## config.mk

```make
export PLATFORM = sky130hd
export DESIGN_NAME = multi_link_ctrl
export DESIGN_NICKNAME = d
export VERILOG_FILES = /design/src/rtl/multi_link_pkg.sv /design/src/rtl/link_tx_arb.sv /design/src/rtl/multi_link_ctrl.sv
export SDC_FILE = /design/constraint.sdc
export NUM_CORES = 1
export LEC_CHECK = 0
export BUFFER_PORTS_ARGS = -buffer_cell sky130_fd_sc_hd__clkbuf_2
export CAP_MARGIN = 20
export CORE_ASPECT_RATIO = 1.2
export CORE_MARGIN = 2
export CORE_UTILIZATION = 60
export DETAILED_ROUTE_END_ITERATION = 8
export PLACE_DENSITY = 0.84
export SETUP_SLACK_MARGIN = 0.3
export SYNTH_ARGS = -nofsm -noshare
export SYNTH_HDL_FRONTEND = slang
export SYNTH_SLANG_ARGS = --single-unit
```

## constraint.sdc

```tcl
create_clock -name clk -period 6.1 [get_ports clk]
set_input_delay 1.525 -clock clk [delete_from_list [all_inputs] [get_ports clk]]
set_output_delay 1.525 -clock clk [all_outputs]
set_load 0.01 [all_outputs]
```

## src/rtl/multi_link_pkg.sv

```systemverilog
// Shared byte codes, state encoding and pending-flag layout for the two-board link controller.
package multi_link_pkg;

  localparam logic [7:0] BYTE_READY = 8'hA5;
  localparam logic [7:0] BYTE_ACK   = 8'h5A;
  localparam logic [7:0] BYTE_ALIVE = 8'h3C;
  localparam logic [7:0] BYTE_LOST  = 8'hC3;

  typedef enum logic [1:0] {
    ST_IDLE     = 2'd0,
    ST_ANNOUNCE = 2'd1,
    ST_PLAYING  = 2'd2,
    ST_DONE     = 2'd3
  } link_state_e;

  // Pending-flag bit positions; a higher index wins the transmitter first.
  localparam int PEND_ALIVE = 0;
  localparam int PEND_READY = 1;
  localparam int PEND_ACK   = 2;
  localparam int PEND_LOST  = 3;

  function automatic logic [3:0] pend_grant(input logic [3:0] pend);
    logic [3:0] g;
    g = 4'b0000;
    if (pend[PEND_LOST])       g[PEND_LOST]  = 1'b1;
    else if (pend[PEND_ACK])   g[PEND_ACK]   = 1'b1;
    else if (pend[PEND_READY]) g[PEND_READY] = 1'b1;
    else if (pend[PEND_ALIVE]) g[PEND_ALIVE] = 1'b1;
    return g;
  endfunction

  function automatic logic [7:0] grant_byte(input logic [3:0] grant);
    logic [7:0] b;
    b = BYTE_ALIVE;
    if (grant[PEND_LOST])       b = BYTE_LOST;
    else if (grant[PEND_ACK])   b = BYTE_ACK;
    else if (grant[PEND_READY]) b = BYTE_READY;
    return b;
  endfunction

endpackage

```

## src/rtl/link_tx_arb.sv

```systemverilog
// Pending-byte flags and priority transmitter for the link controller (LOST > ACK > READY > ALIVE).
module link_tx_arb
  import multi_link_pkg::*;
(
  input  logic       i_clk,
  input  logic       i_rst,
  input  logic [3:0] i_set,
  input  logic       i_drop,
  input  logic       i_tx_ready,
  output logic [7:0] o_tx_data,
  output logic       o_tx_start,
  output logic       o_lost_pending
);

  logic [3:0] r_pend;
  logic       r_tx_start;
  logic [7:0] r_tx_data;
  logic [3:0] w_grant;
  logic       w_launch;

  // Handshake: a byte is launched only when tx_ready is high, something is pending and no strobe
  // went out on the previous cycle; tx_start is then high for exactly one cycle with tx_data valid.
  always_comb begin
    w_grant  = pend_grant(r_pend);
    w_launch = i_tx_ready && !r_tx_start && !i_drop && (r_pend != 4'b0000);
  end

  always_ff @(posedge i_clk) begin
    if (i_rst) begin
      r_pend     <= 4'b0000;
      r_tx_start <= 1'b0;
      r_tx_data  <= 8'h00;
    end else begin
      r_tx_start <= w_launch;
      if (w_launch) r_tx_data <= grant_byte(w_grant);
      if (i_drop) r_pend <= 4'b0000;
      else        r_pend <= (r_pend & ~(w_launch ? w_grant : 4'b0000)) | i_set;
    end
  end

  assign o_tx_data      = r_tx_data;
  assign o_tx_start     = r_tx_start;
  assign o_lost_pending = r_pend[PEND_LOST];

endmodule

```

## src/rtl/multi_link_ctrl.sv

```systemverilog
// Two-player link controller: READY/ACK handshake, heartbeats and loss reporting with the peer board.
// Optional silence timeout while playing is built when MULTI_LINK_TIMEOUT_EN is defined.
module multi_link_ctrl
  import multi_link_pkg::*;
#(
  parameter int RETRY_CYCLES     = 650000,
  parameter int HEARTBEAT_CYCLES = 3250000,
  parameter int TIMEOUT_CYCLES   = 65000000
) (
  input  logic       clk,
  input  logic       rst,
  input  logic       player_ready,
  input  logic       multiplayer,
  input  logic       game_over,
  input  logic [7:0] rx_data,
  input  logic       rx_valid,
  input  logic       tx_ready,
  output logic [7:0] tx_data,
  output logic       tx_start,
  output logic       opponent_ready,
  output logic       opponent_lost,
  output logic       link_timeout,
  output logic [1:0] dbg_state
);

  localparam int CNT_MAX = (RETRY_CYCLES > HEARTBEAT_CYCLES) ? RETRY_CYCLES : HEARTBEAT_CYCLES;
  localparam int CNT_W   = $clog2(CNT_MAX);
  localparam logic [CNT_W-1:0] RETRY_LAST = CNT_W'(RETRY_CYCLES - 1);
  localparam logic [CNT_W-1:0] HB_LAST    = CNT_W'(HEARTBEAT_CYCLES - 1);

  link_state_e      r_state, w_next;
  logic [CNT_W-1:0] r_cnt;
  logic             r_opp_ready, r_opp_lost, r_link_timeout;
  logic             w_rx_ready, w_rx_ack, w_rx_lost;
  logic             w_cnt_wrap, w_timeout, w_lost_pending;
  logic             w_drop, w_lost_pulse, w_timeout_hit;
  logic [3:0]       w_set;

  assign w_rx_ready = rx_valid && (rx_data == BYTE_READY);
  assign w_rx_ack   = rx_valid && (rx_data == BYTE_ACK);
  assign w_rx_lost  = rx_valid && (rx_data == BYTE_LOST);
  assign w_cnt_wrap = (r_state == ST_ANNOUNCE) ? (r_cnt == RETRY_LAST) : (r_cnt == HB_LAST);

`ifdef MULTI_LINK_TIMEOUT_EN
  localparam int SIL_W = $clog2(TIMEOUT_CYCLES);
  localparam logic [SIL_W-1:0] SIL_LAST = SIL_W'(TIMEOUT_CYCLES - 1);
  logic [SIL_W-1:0] r_silence;

  always_ff @(posedge clk) begin
    if (rst || rx_valid || (r_state != ST_PLAYING) || (w_next != r_state)) r_silence <= '0;
    else r_silence <= r_silence + 1'b1;
  end

  // A byte arriving on the limit cycle still counts as proof of life.
  assign w_timeout = (r_state == ST_PLAYING) && !rx_valid && (r_silence == SIL_LAST);
`else
  // No silence timer in this build; the parameter stays referenced but cannot fire.
  assign w_timeout = 1'b0 & (TIMEOUT_CYCLES > 0);
`endif

  always_ff @(posedge clk) begin
    if (rst) begin
      r_state        <= ST_IDLE;
      r_cnt          <= '0;
      r_opp_ready    <= 1'b0;
      r_opp_lost     <= 1'b0;
      r_link_timeout <= 1'b0;
    end else begin
      r_state <= w_next;
      if ((w_next != r_state) || w_cnt_wrap || (r_state == ST_IDLE) || (r_state == ST_DONE))
        r_cnt <= '0;
      else
        r_cnt <= r_cnt + 1'b1;
      r_opp_ready <= (w_next == ST_PLAYING);
      r_opp_lost  <= w_lost_pulse;
      if (w_timeout_hit)
        r_link_timeout <= 1'b1;
      else if ((r_state == ST_IDLE) && (w_next != ST_IDLE))
        r_link_timeout <= 1'b0;
    end
  end

  always_comb begin
    w_next = r_state;
    case (r_state)
      ST_IDLE:     if (player_ready) w_next = ST_ANNOUNCE;
      ST_ANNOUNCE: begin
        // Returning to the menu beats a byte that lands in the same cycle.
        if (!player_ready && !multiplayer) w_next = ST_IDLE;
        else if (w_rx_ready || w_rx_ack)   w_next = ST_PLAYING;
      end
      ST_PLAYING: begin
        if (game_over || w_rx_lost || w_timeout) w_next = ST_DONE;
        else if (!multiplayer)                   w_next = ST_IDLE;
      end
      ST_DONE:     if (!w_lost_pending && !multiplayer) w_next = ST_IDLE;
      default:     w_next = ST_IDLE;
    endcase
  end

  always_comb begin
    w_set         = 4'b0000;
    w_drop        = 1'b0;
    w_lost_pulse  = 1'b0;
    w_timeout_hit = 1'b0;
    case (r_state)
      ST_IDLE: w_set[PEND_READY] = player_ready;
      ST_ANNOUNCE: begin
        if (w_next == ST_IDLE)         w_drop = 1'b1;
        else if (w_next == ST_PLAYING) w_set[PEND_ACK] = 1'b1;
        else                           w_set[PEND_READY] = w_cnt_wrap;
      end
      ST_PLAYING: begin
        if (game_over) w_set[PEND_LOST] = 1'b1;
        else if (w_rx_lost) w_lost_pulse = 1'b1;
        else if (w_timeout) begin
          w_lost_pulse  = 1'b1;
          w_timeout_hit = 1'b1;
        end else if (w_next == ST_PLAYING) begin
          w_set[PEND_ACK]   = w_rx_ready;
          w_set[PEND_ALIVE] = w_cnt_wrap;
        end
      end
      default: ;
    endcase
  end

  link_tx_arb u_tx_arb (
    .i_clk          (clk),
    .i_rst          (rst),
    .i_set          (w_set),
    .i_drop         (w_drop),
    .i_tx_ready     (tx_ready),
    .o_tx_data      (tx_data),
    .o_tx_start     (tx_start),
    .o_lost_pending (w_lost_pending)
  );

  assign opponent_ready = r_opp_ready;
  assign opponent_lost  = r_opp_lost;
  assign link_timeout   = r_link_timeout;
  assign dbg_state      = r_state;

endmodule

```

Word-level counts from Yosys, hierarchy flattened
Index checks and enable logic that the tools add are counted.
- register bits after elaboration: 39
- output and inout bits: 14
- word-level logic and storage cells: 82
- $add $sub $neg: 1
- equality and inequality tests: 10
- mux-type cells: 36
- bitwise gates (word level): 4
- reductions and logical operators: 24
- operator list (operator ; count):
    $mux W8 ; 3
    $add A22 B1 Y22 const B ; 1
    $eq A22 B20 Y1 const B ; 1
    $eq A22 B22 Y1 const B ; 1
    $mux W1 ; 20
    $eq A8 B8 Y1 const B ; 2
    $mux W2 ; 8
    $eq A8 B7 Y1 const B ; 1
    $logic_and A1 B1 Y1 ; 8
    $pmux W2 S4 ; 1
    $eq A2 B2 Y1 const B ; 3
    $logic_not A1 Y1 ; 5
    $logic_or A1 B1 Y1 ; 5
    $and A4 B4 Y4 ; 1
    $logic_not A2 Y1 ; 2
    $mux W4 ; 1
    $not A4 Y4 ; 1
    $or A4 B4 Y4 ; 1
    $pmux W1 S2 ; 2
    $reduce_bool A4 Y1 ; 1
    $reduce_or A2 Y1 ; 2
    $mux W3 ; 1
    $reduce_or A3 Y1 ; 1
    $eq A2 B1 Y1 const B ; 1
    other kinds (2) ; 2

Depth between registers and ports, before layout
Gate-level depths: netlist (run 1).
- depth after elaboration: 16
- gate-level depth with buffers: 9
- depth with buffers taken out: 8

Modules after synthesis
A second synthesis (run 1) with hierarchy kept.
- cells, all modules: 222
- area, all modules: 2078.2 um^2
- by module, submodules not included (module ; times used ; cells an instance ; area each (um^2) ; sequential area each (um^2)):
    multi_link_ctrl ; 1 ; 178 ; 1694.1 ; 520.5
    link_tx_arb ; 1 ; 44 ; 384.1 ; 180.2

Worst setup path after synthesis (run 1)
OpenSTA, ideal clock, no wires.
- path type: input -> register
- from: in rx_data[4]
- to: reg u_tx_arb.r_tx_data[5], in the netlist u_tx_arb.o_tx_data[5]
- library setup time: 0.121 ns
- data arrival time: 3.184 ns
- slack: 2.795 ns
- stages on the path: 6
- path buffers: 0
- cell sequence: and4bb_2 > or3b_4 > a311o_1 > o211ai_2 > o21a_4 > mux2_4
- longest elaborated chain between the ends: 12
- elaborated cells on any way between the ends: 18
- ends and longest elaborated chain (what ; line ; text):
    start: declaration ; multi_link_ctrl.sv:15 ; input logic [7:0] rx_data,
    $eq A8 B8 Y1 / $eq A8 B7 Y1 (equally long branches) ; multi_link_ctrl.sv:39, multi_link_ctrl.sv:40 ;
    $logic_and A1 B1 Y1, on equally long branches ; multi_link_ctrl.sv:39, multi_link_ctrl.sv:40 ;
    $logic_or A1 B1 Y1 ; multi_link_ctrl.sv:90 ; else if (w_rx_ready || w_rx_ack) w_next = ST_PLAYING;
    $mux W2 ; multi_link_ctrl.sv:90 ;
    $mux W2 ; multi_link_ctrl.sv:89 ; if (!player_ready && !multiplayer) w_next = ST_IDLE;
    $pmux W2 S4 (*) ; multi_link_ctrl.sv:85 ; case (r_state)
    $logic_not A2 Y1 (*) ; multi_link_ctrl.sv:109 ; if (w_next == ST_IDLE) w_drop = 1'b1;
    $mux W1 (*) ; multi_link_ctrl.sv:109 ;
    $mux W1 (*) ; multi_link_ctrl.sv:106 ; case (r_state)
    $logic_not A1 Y1 (*) ; link_tx_arb.sv:25 ; w_launch = i_tx_ready && !r_tx_start && !i_drop && (r_pend != 4'b0000);
    $logic_and A1 B1 Y1 (*) (2 in a row) ; link_tx_arb.sv:25 ;
    end signal: assignment ; link_tx_arb.sv:35 ; if (w_launch) r_tx_data <= grant_byte(w_grant);
    end: declaration ; link_tx_arb.sv:17 ; logic [7:0] r_tx_data;
Every way passes the cells marked *; elsewhere a longest branch is shown, timed or not.
A chain may end at the register's enable or synchronous reset.

Final worst setup path (run 1)
- from: in rx_data[4]
- to: reg r_cnt[13]
- longest elaborated chain between the ends: 11
- elaborated cells on any way between the ends: 17
- ends and longest elaborated chain (what ; line ; text):
    $eq A8 B8 Y1 / $eq A8 B7 Y1 (equally long branches) ; multi_link_ctrl.sv:39, multi_link_ctrl.sv:40 ;
    $logic_and A1 B1 Y1, on equally long branches ; multi_link_ctrl.sv:39, multi_link_ctrl.sv:40 ;
    $logic_or A1 B1 Y1 ; multi_link_ctrl.sv:90 ;
    $mux W2 ; multi_link_ctrl.sv:90 ;
    $mux W2 ; multi_link_ctrl.sv:89 ;
    $pmux W2 S4 (*) ; multi_link_ctrl.sv:85 ;
    $ne A2 B2 Y1 (*) ; multi_link_ctrl.sv:70 ; if ((w_next != r_state) || w_cnt_wrap || (r_state == ST_IDLE) || (r_state == ST_DONE))
    $logic_or A1 B1 Y1 (*) (3 in a row) ; multi_link_ctrl.sv:70 ;
    $reduce_or A2 Y1 (no source line) (*) ; n/a ;
    end signal: assignment ; multi_link_ctrl.sv:73 ; r_cnt <= r_cnt + 1'b1;
    end: declaration ; multi_link_ctrl.sv:32 ; logic [CNT_W-1:0] r_cnt;
Marked as above.

==> impl_metrics.yaml, run 1 <==
run_status:
  status: "complete, no violations"
route:
  drtIter0Drc: 75
  detail_route.vias_per_cell: 5.86
  drc_errors: 0
  post_drt_wl_per_cell_um: 13.8
  vias: 1623
  dr.pass1.iters: 4
  ant_nets: 0
  postRouteWirelength_mm: 3.83
sta:
  whs_ns: 0.478
  final-max-slew-violation-count: 0
  setup_slack_ns: 2.80
  finalHoldViolCount: 0
  rsz0062_at_grt: "no"
  skew_ns: 0.00810
  fin_tns_setup_ns: 0
  min_period_over_period_pct: 54.1
  slew_headroom_pct: 35.2
  period_minus_slack_ns: 3.30
  setup_violations: 0
  fmax_mhz: 303
  tightestPinTransition_ns: 0.948
floorplanning:
  die_w_um: 54.7
  fp.dieH_um: 64.9
  start_util_pct: 61.7
  io-pin-count: 29
  die-area_sq_um: 3550
  fp-row-count: 22
  core-area_sq_um: 3000
place:
  dp_slack_ns: 2.45
  gp_congestion: 0.873
  portBuffers: 27
  place_area_sq_um: 1980
  dpl.hpwl_mm: 2.82
synth:
  netlist_area_sq_um: 1850
  synth_nets: 233
  netlist_instances: 213
  yosys.area.top_type: "dfxtp_1"
  synth_seq_cells: 35
  synth-async-reset-ratio_pct: 0
  synth-edff-count: 0
  yosys.area.top_type_share_pct: 37.8
  ys_types: 49
  seq_area_frac_synth_pct: 37.8
  synth_ff_type: "dfxtp_1"
  yosysWarnings: 0
  yosys-top-cells-area: "dfxtp_1, nor2_1, xor2_1"
  syn_area_per_cell_sq_um: 8.69
setup_path:
  required_ns: 6.36
  crit_fanout: 22
  critPathKind: "in2reg"
  startpoint_type: "input port"
  crit_path_end_kind: "register"
  cp_data_arrival_time_ns: 3.56
  reg2reg_setup_slack_ns: 2.98
clock_network:
  clock_sinks: 35
  clkSlewWorstSetupHoldPaths_ns: 0.10
  ctsResizeCount: 0
  cts_tree: "built"
  htreeDepth: 2
  cts_setup_buffers: 0
  clk_latency_ns: 0.34
  numCtsBuffers: 5
  clockBufferDepth: 2
  hold_buffers: 0
  cts_root_buffer: "clkbuf_4"
global_routing:
  antenna_found_initial: 0
  grt-ovfl-total: 0
  grt_util_all_layers_pct: 24.0
  grt_pass1_vias: 1507
  grt_pass1_wl_mm: 6.31
  grt_max_degree: 23
cells_and_area:
  num-nets-final: 260
  n_fill_cell: 269
  syn_to_final_growth_pct: 10.6
  drive_gt1_share_pct: 17.8
  utilization_pct: 68.3
  antennaDiodeCount: 0
  final_cell_mix: "nor2_1, dfxtp_1, clkbuf_2"
  stdcell_area_sq_um: 2050
power_and_ir_drop:
  p_leak_uw: 0.000770
  peakVddDrop_uv: 189
  power.density_nw_per_um2: 334
run:
  cap_violations: 0
worst_hold_path:
  holdCritPathClass: "reg2reg"
-- synth_stat cells, drive strengths merged (2+ instances only) --
| library cell | count |
|---|---|
| dfxtp | 35 |
| nor2 | 35 |
| nand2 | 12 |
| xor2 | 11 |
| nand3 | 10 |
| xnor2 | 9 |
| nand4 | 8 |
| a21oi | 7 |
| buf | 7 |
| inv | 7 |
| and3 | 6 |
| nor3 | 6 |
| o21ai | 6 |
| ha | 5 |
| o211ai | 4 |
| a31oi | 3 |
| nand2b | 3 |
| nand4b | 3 |
| nor2b | 3 |
| o21a | 3 |
| a22oi | 2 |
| and4 | 2 |
| and4bb | 2 |
| nand3b | 2 |
| nor4bb | 2 |
| o211a | 2 |
| or3 | 2 |
-- cell type report --
cell class / instances / area [sq um] / area share, %
timing repair buffer: 27 / 135 / 6.60
multi-input combinational: 164 / 1080 / 52.6
inverter: 7 / 26.3 / 1.28
clock inverter: 1 / 8.76 / 0.428
tap: 36 / 45.0 / 2.20
sequential: 35 / 701 / 34.2
clock buffer: 7 / 55.1 / 2.69
-- sequential cells by signal (all words and copies together) (netlist names) --
signal,count
dbg_state,2
opponent_ready,1
opponent_lost,1
r_cnt,22
u_tx_arb.o_tx_start,1
u_tx_arb.r_pend,4
u_tx_arb.o_tx_data,4
-- final timing paths --
check / cells past startpoint / endpoint / start
setup / recovery: 7 / r_cnt[13] / rx_data[4]
hold reg to reg: 1 / r_cnt[0] / r_cnt[0]
hold / removal: 1 / r_cnt[0] / r_cnt[0]
setup reg to reg: 8 / r_cnt[13] / dbg_state[1]
-- logic make-up after synthesis --
group                    synth area share, %
multiplexers                            1.35
other                                  0.203
flip-flops                              37.8
AND/OR/NAND/NOR                         28.9
buffers and inverters                   3.99
adder cells (fa/ha/maj)                 3.38
AO/OA/AOI/OAI                           14.9
XOR/XNOR                                9.46
-- worst max-delay path, cell delays in order --
cell and delay, ns:
clkbuf_2 0.08, and4bb_2 0.34, a41oi_1 0.31, nand2_1 0.14, a21oi_1 0.07, nand4b_1 0.78
nor2_1 0.30
-- per-stage QoR --
| step | instances | power, uW |
|---|---|---|
| after detailed placement | 269 | 546 |
| after global placement | 269 | 542 |
| after global routing | 277 | 729 |
| after CTS | 277 | 684 |
| after floorplan | 213 | 486 |
| final | 277 | 684 |
-- power breakdown --
group	leakage (uW)	internal [uW]	switching (uW)
clock	0.0000355	57.2	81.3
sequential	0.000283	252	22.5
combinational	0.000451	104	166
-- metal layers --
layer  vias to the layer above  wire length, um  GRT usage [%]
met5                         -                0              0
li1                        814                -              -
met1                       744             1640           26.3
met4                         0              103           10.6
met3                        10              182           6.45
met2                        55             1910           41.4
(Power assumes the default switching activity.)
==> run 2, diff against run 1 <==
--- a/config.mk
+++ b/config.mk
@@ -9,9 +9,9 @@
 export CAP_MARGIN = 20
 export CORE_ASPECT_RATIO = 1.2
 export CORE_MARGIN = 2
-export CORE_UTILIZATION = 60
+export CORE_UTILIZATION = 56
 export DETAILED_ROUTE_END_ITERATION = 8
-export PLACE_DENSITY = 0.84
+export PLACE_DENSITY = 0.79
 export SETUP_SLACK_MARGIN = 0.3
 export SYNTH_ARGS = -nofsm -noshare
 export SYNTH_HDL_FRONTEND = slang
==> constraint.sdc (replaced) <==
create_clock -name clk -period 3.2 [get_ports clk]
set_input_delay 0.8 -clock clk [delete_from_list [all_inputs] [get_ports clk]]
set_output_delay 0.8 -clock clk [all_outputs]
set_load 0.01 [all_outputs]
==> impl_metrics.yaml, run 2 (synthesis results as in run 1) <==
cells_and_area:
  n_fill_cell: 299
  drive_gt1_share_pct: 18.9
  stdcell_area_sq_um: 2090
  final_cell_mix: "nor2_1, dfxtp_1, clkbuf_2"
  utilization_pct: 67.2
  largest_reg_flops: 22
  antennaDiodeCount: 0
  num-nets-final: 262
  top_register: "r_cnt"
  syn_to_final_growth_pct: 12.8
place:
  place_area_sq_um: 2000
  dpl.hpwl_mm: 2.72
  gp_congestion: 0.889
  portBuffers: 27
sta:
  period_minus_slack_ns: 2.46
  skew_ns: 0.0203
  fmax_mhz: 406
  final-max-slew-violation-count: 0
  rsz0062_at_grt: "no"
  min_period_over_period_pct: 77.0
  slew_headroom_pct: 62.3
  fin_tns_setup_ns: 0
  tightestPinTransition_ns: 0.558
  finalHoldViolCount: 0
  setup_violations: 0
clock_network:
  numCtsBuffers: 5
  ctsResizeCount: 0
  cts_tree: "built"
  hold_buffers: 0
  cts_root_buffer: "clkbuf_4"
  clock_sinks: 35
  htreeDepth: 2
  clkSlewWorstSetupHoldPaths_ns: 0.13
  cts_setup_buffers: 0
  clk_latency_ns: 0.35
  clockBufferDepth: 2
worst_hold_path:
  holdCritPathClass: "reg2reg"
route:
  dr.pass1.iters: 4
  drtIter0Drc: 98
  drc_errors: 0
  vias: 1600
  post_drt_wl_per_cell_um: 13.1
  detail_route.vias_per_cell: 5.73
  postRouteWirelength_mm: 3.65
  ant_nets: 0
setup_path:
  cp_data_arrival_time_ns: 2.72
  cp_cell_sequence: "inv_1 -> ha_1 -> a21o_1 -> a41oi_1 -> a31oi_4 -> o21a_4 -> mux2_4"
  cp_num_buf_inv: 1
  critPathKind: "reg2reg"
  slowest_stage: "dfxtp_1"
  crit_fanout: 9
  slowest_delay_ns: 0.46
  crit_path_end_kind: "register"
  startpoint_type: "register"
  required_ns: 3.46
  reg2reg_setup_slack_ns: 0.74
  cp_top_family: "compound AO/OA/AOI/OAI gates"
floorplanning:
  start_util_pct: 59.5
  core-area_sq_um: 3110
  fp.dieH_um: 67.0
  io-pin-count: 29
  fp-row-count: 22
  die_w_um: 56.5
  die-area_sq_um: 3780
global_routing:
  use_met2_pct: 38.5
  grt_use_met1_pct: 22.9
  grt_pass1_vias: 1463
  grt-busiest-layer: "met2"
  grt_util_all_layers_pct: 21.0
  grt.met3_usage_pct: 5.05
  grt_pass1_wl_mm: 6.25
  grt_max_degree: 23
  antenna_found_initial: 0
  grt-ovfl-total: 0
run_status:
  status: "complete, no violations"
power_and_ir_drop:
  peakVddDrop_uv: 439
  total_power_uw: 1390
  power.density_nw_per_um2: 665
  p_leak_uw: 0.000793
run:
  cap_violations: 0
[run 2: final cells by class]
class | count | area [sq um] | share of cell area [%]
timing repair buffer | 29 | 150 | 7.19
clock buffer | 6 | 51.3 | 2.46
multi-input combinational | 164 | 1080 | 51.6
clock inverter | 2 | 38.8 | 1.86
sequential | 35 | 701 | 33.5
tap | 36 | 45.0 | 2.16
inverter | 7 | 26.3 | 1.26
[run 2: routing by layer]
layer,routed length [um],part of all wire (%)
met3,149,4.1
met2,1810,50
met4,61,1.7
met1,1620,45
met5,0,0
[run 2: stage by stage]
| stage | hold slack, ns | setup WS (ns) | cells |
|---|---|---|---|
| after floorplan | 0.426 | 0.620 | 213 |
| after global placement | 0.442 | 0.470 | 271 |
| after detailed placement | 0.452 | 0.444 | 271 |
| after CTS | 0.479 | 0.744 | 279 |
| after global routing | 0.516 | 0.488 | 279 |
| final | 0.469 | 0.737 | 279 |
[run 2: final timing paths]
kind / startpoint / endpoint / cells past startpoint
min reg2reg: r_cnt[0] / r_cnt[0] / 1
min: r_cnt[0] / r_cnt[0] / 1
max reg2reg: dbg_state[1] / u_tx_arb.o_tx_data[5] / 7
max: dbg_state[1] / u_tx_arb.o_tx_data[5] / 7
[run 2: power breakdown]
group          total, uW  switching [uW]  leakage (uW)  internal, uW
sequential           525            43.6      0.000283           481
combinational        516             311      0.000461           205
clock                348             159     0.0000489           189
